**config.mk**
```make
export PLATFORM = sky130hd
export DESIGN_NAME = microcode_sequencer
export DESIGN_NICKNAME = d
export VERILOG_FILES = /design/src/rtl/microcode_sequencer.sv
export SDC_FILE = /design/constraint.sdc
export NUM_CORES = 1
export LEC_CHECK = 0
export CAP_MARGIN = 10
export CORE_MARGIN = 2
export CORE_UTILIZATION = 45
export DETAILED_ROUTE_END_ITERATION = 16
export GPL_TIMING_DRIVEN = 1
export HOLD_SLACK_MARGIN = 0.02
export PLACE_DENSITY = 0.93
export SYNTH_ARGS = -nofsm -noshare
export SYNTH_HDL_FRONTEND = slang
export SYNTH_SLANG_ARGS = --single-unit
```
**constraint.sdc**
```tcl
create_clock -name clk -period 4.6 [get_ports clk]
set_input_delay 0.46 -clock clk [delete_from_list [all_inputs] [get_ports clk]]
set_output_delay 0.46 -clock clk [all_outputs]
set_load 0.02 [all_outputs]
```
**src/rtl/microcode_sequencer.sv**
```systemverilog
// rtl/microcode_sequencer.sv - opcode fetch, CB prefix, step walk, HALT and interrupt entry
// Produces the registered microcode address feeding the opcode/subop ROM tables.
module microcode_sequencer #(
  parameter logic [8:0] INT_UPC = 9'h0D3,
  parameter logic [7:0] CB_BYTE = 8'hCB
) (
  input  logic       clk,
  input  logic       reset_n,
  input  logic [7:0] instr_byte,
  input  logic       instr_valid,
  input  logic [8:0] ucode_next,
  input  logic       ucode_last,
  input  logic       ucode_halt,
  input  logic       ucode_stall,
  input  logic       irq_pending,
  input  logic       ime,
  output logic [8:0] upc,
  output logic       upc_valid,
  output logic       fetch_req,
  output logic       int_ack,
  output logic [3:0] ucode_step
);

  typedef enum logic [1:0] {
    ST_FETCH    = 2'd0,
    ST_CB_FETCH = 2'd1,
    ST_EXEC     = 2'd2,
    ST_HALT     = 2'd3
  } state_t;

  state_t     state_q;
  logic [8:0] upc_q;
  logic       upc_valid_q;
  logic       fetch_req_q;
  logic       int_ack_q;
  logic [3:0] step_q;
  logic [3:0] step_d;
  logic       accept;

  // fetch_req is registered, so a byte is only taken once the request is visible
  assign accept = fetch_req_q && instr_valid;
  assign step_d = (step_q == 4'hF) ? step_q : step_q + 4'd1;

  always_ff @(posedge clk or negedge reset_n) begin
    if (!reset_n) begin
      state_q     <= ST_FETCH;
      upc_q       <= 9'd0;
      upc_valid_q <= 1'b0;
      fetch_req_q <= 1'b0;
      int_ack_q   <= 1'b0;
      step_q      <= 4'd0;
    end else begin
      int_ack_q <= 1'b0;
      unique case (state_q)
        ST_FETCH: begin
          fetch_req_q <= 1'b1;
          if (accept) begin
            if (instr_byte == CB_BYTE) begin
              state_q <= ST_CB_FETCH;
            end else begin
              upc_q       <= {1'b0, instr_byte};
              step_q      <= 4'd0;
              upc_valid_q <= 1'b1;
              fetch_req_q <= 1'b0;
              state_q     <= ST_EXEC;
            end
          end
        end
        ST_CB_FETCH: begin
          if (accept) begin
            upc_q       <= {1'b1, instr_byte};
            step_q      <= 4'd0;
            upc_valid_q <= 1'b1;
            fetch_req_q <= 1'b0;
            state_q     <= ST_EXEC;
          end
        end
        ST_EXEC: begin
          if (!ucode_stall) begin
            if (!ucode_last) begin
              upc_q  <= ucode_next;
              step_q <= step_d;
            end else if (ucode_halt) begin
              upc_valid_q <= 1'b0;
              state_q     <= ST_HALT;
            end else if (irq_pending && ime) begin
              upc_q     <= INT_UPC;
              step_q    <= 4'd0;
              int_ack_q <= 1'b1;
            end else begin
              upc_valid_q <= 1'b0;
              fetch_req_q <= 1'b1;
              state_q     <= ST_FETCH;
            end
          end
        end
        ST_HALT: begin
          if (irq_pending) begin
            if (ime) begin
              upc_q       <= INT_UPC;
              step_q      <= 4'd0;
              int_ack_q   <= 1'b1;
              upc_valid_q <= 1'b1;
              state_q     <= ST_EXEC;
            end else begin
              fetch_req_q <= 1'b1;
              state_q     <= ST_FETCH;
            end
          end
        end
        default: state_q <= ST_FETCH;
      endcase
    end
  end

  assign upc        = upc_q;
  assign upc_valid  = upc_valid_q;
  assign fetch_req  = fetch_req_q;
  assign int_ack    = int_ack_q;
  assign ucode_step = step_q;

endmodule

```
==> flow_metrics.tcl <==
set metrics [dict create \
    clkTransAtPathRegs_ns 0.11 \
    clkPwrFrac_pct 10.9 \
    pin_count 41 \
    numCtsBuffers 3 \
    top_usage_layer "met2" \
    p_total_uw 905 \
    worstSetupPathType "flop to flop" \
    tritoncts "yes" \
    holdBufCountCts 0 \
    grt_util_met3_pct 3.51 \
    synth.area.mux_share_pct 0.995 \
    diodes 0 \
    cp.arrival_ns 2.27 \
    p_switching_uw 399 \
    status "complete, no violations" \
    grt_usage_pct 22.5 \
    core_area_um2 2170 \
    grt_pass1_vias 1006 \
    ys_types 32 \
    synth_compound_area_share_pct 27.1 \
    ys_seq_area_share_pct 44.8 \
    grt_pass1_wl_um 4460 \
    core.rowCount 17 \
    vias 1021 \
    cp_max_fo 17 \
    leakagePower_nw 0.575 \
    final_hold_viol_count 0 \
    synth-edff-count 0 \
    cts_sinks 18 \
    wl_um 2660 \
    drc 0 \
    cts-resized-gates 0 \
    syn_nets 131 \
    pwr_density_cell_nw_per_um2 625 \
    fin_tns_setup_ns 0 \
    synth_cells 105 \
    final_nets 173 \
    firstDrtPassIters 4 \
    die_h_um 51.3 \
    ant_nets 0 \
    min_path_cells 2 \
    use_met2_pct 39.2 \
    area_growth_pct 43.9 \
    postCtsSetupBuffers 0 \
    grt-ovfl-total 0 \
    grt_start_max_net_pins 19 \
    antenna_found_initial 0 \
    max_slew_margin_pct 45.4 \
    initial_core_util_pct 46.4 \
    drv_slew 0 \
    synth-main-ff-cell "dfrtp_1" \
    cp_data_required_time_ns 4.80 \
    clockBufferDepth 2 \
    viasPerCell 5.87 \
    port_buffers 40 \
    start_kind "flop" \
    hpwl_um 2010 \
    grtUsageMet1_pct 27.6 \
    synth_top_family_by_area "compound AO/OA/AOI/OAI gates" \
    clock_latency_ns 0.30 \
    synth_area_per_cell_um2 9.58 \
    cts_root_buffer "clkbuf_4" \
    pwr-share-seq_pct 32.4 \
    synth_area_um2 1010 \
    h-tree-depth 1 \
    synth_xor_area_share_pct 0 \
    drv_cap 0 \
    finalClockSkew_ns 0.00738 \
    cp-end-kind "flop" \
    switching_share_pct 44.1 \
    reg2reg_depth 5 \
    routedWlPerCell_um 15.3 \
    async_reset_ff_share_pct 100 \
    ir_drop_uv 355 \
    synth-simple-area-share_pct 22.5 \
    yosysWarnings 0 \
    die_area_um2 2630 \
    drive_gt1_share_pct 8.90 \
    p_int_uw 506 \
    die_w_um 51.3 \
    synth_fa_ha_area_share_pct 1.24 \
    grt_setup_unrepaired "false" \
    fin_crit_ns 2.08 \
    ys_ff_latch 18 \
    hp-class "flop to flop" \
    combPwrFrac_pct 56.7 \
    tightest_slew_ns 0.816 \
    finalWeightedCongestion 0.918 \
    fin_crit_sh_pct 45.2 \
    setup_viol 0 \
    first_iter_violations 22 \
    max_freq_ghz 0.481 \
]
sequential cells by signal, summed over array words and instances, names as in the netlist:
register    cells
fetch_req       1
ucode_step      4
state_q         2
upc_valid       1
upc             9
int_ack         1
placed cells by master, fill, tap and decap left out, types with 4 or more instances in the layout:
cell,count
nand2_1,11
o21ai_0,7
clkdlybuf4s50_1,40
o22ai_1,5
dfrtp_1,18
nor2_1,12
a21oi_1,10
o21ai_2,4
cell families (layout without fill, tap and decap cells):
| family | after synthesis | count (layout) |
|---|---|---|
| buffers and inverters | 4 | 45 |
| AOI/OAI and AO/OA | 40 | 40 |
| muxes | 1 | 1 |
| and+or+nand+nor | 41 | 41 |
| adders and majority gates | 1 | 1 |
| DFF | 18 | 18 |
layout make-up:
class,instances,area (um2)
Inverter,1,3.75
Clock buffer,4,36.3
Sequential cell,18,450
Multi-Input combinational cell,83,522
Tap cell,28,35.0
Fill cell,179,722
Timing Repair Buffer,40,400
path summary, 6_finish.rpt:
kind                       startpoint       endpoint  slack [ns]
max reg2reg                state_q[0]         upc[2]        2.52
min                            upc[4]         upc[4]        0.49
min reg2reg                    upc[4]         upc[4]        0.49
max                        state_q[0]         upc[2]        2.52
max in group asynchronous     reset_n     state_q[1]        3.47
min in group asynchronous     reset_n  ucode_step[2]        0.62
power by group through the flow:
| stage | logic (mW) | registers (mW) | clock network, mW |
|---|---|---|---|
| 3_5_place_dp | 0.510 | 0.295 | 0 |
| 2_1_floorplan | 0.300 | 0.333 | 0 |
| 4_1_cts | 0.514 | 0.293 | 0.0977 |
| 5_1_grt | 0.555 | 0.303 | 0.107 |
| 6_report | 0.513 | 0.293 | 0.0986 |
| 3_3_place_gp | 0.490 | 0.290 | 0 |
through the flow:
| stage | worst slack [ns] | hold slack (ns) | util (%) | instances | cell area (um2) |
|---|---|---|---|---|---|
| 3_5_place_dp | 2.23 | 0.474 | 65.1 | 170 | 1410 |
| 3_3_place_gp | 2.31 | 0.461 | 65.1 | 170 | 1410 |
| 4_1_cts | 2.54 | 0.496 | 66.7 | 174 | 1450 |
| 6_report | 2.52 | 0.494 | 66.7 | 174 | 1450 |
| 5_1_grt | 2.40 | 0.525 | 66.7 | 174 | 1450 |
| 2_1_floorplan | 2.90 | 0.164 | - | 105 | 1010 |
layer usage:
layer	vias up	part of all wire, %
li1	476	-
met1	479	38
met2	54	51
met3	12	8.5
met4	0	2.4
met5	-	0
cell usage after synthesis, drive strengths merged, types with 2 or more instances:
master  instances  area (um2)
and2b           3        22.5
nand2b          2        12.5
nand2          11        41.3
nor3            3        15.0
a21oi          10        50.1
a211oi          3        35.0
nor2b           2        20.0
a221oi          3        26.3
a211o           2        18.8
dfrtp          18         450
buf             3        30.0
nor2           12        45.0
nand3           3        15.0
o22ai           5        31.3
o21ai          14        85.1
worst max-delay path: stages (launching register included):
cell	delay (ns)
dfrtp_1	0.60
and2b_1	0.24
o31a_1	0.31
a211o_2	0.48
a221oi_1	0.28
nor2_1	0.07
Note: power is estimated with default switching activity, not from simulation.
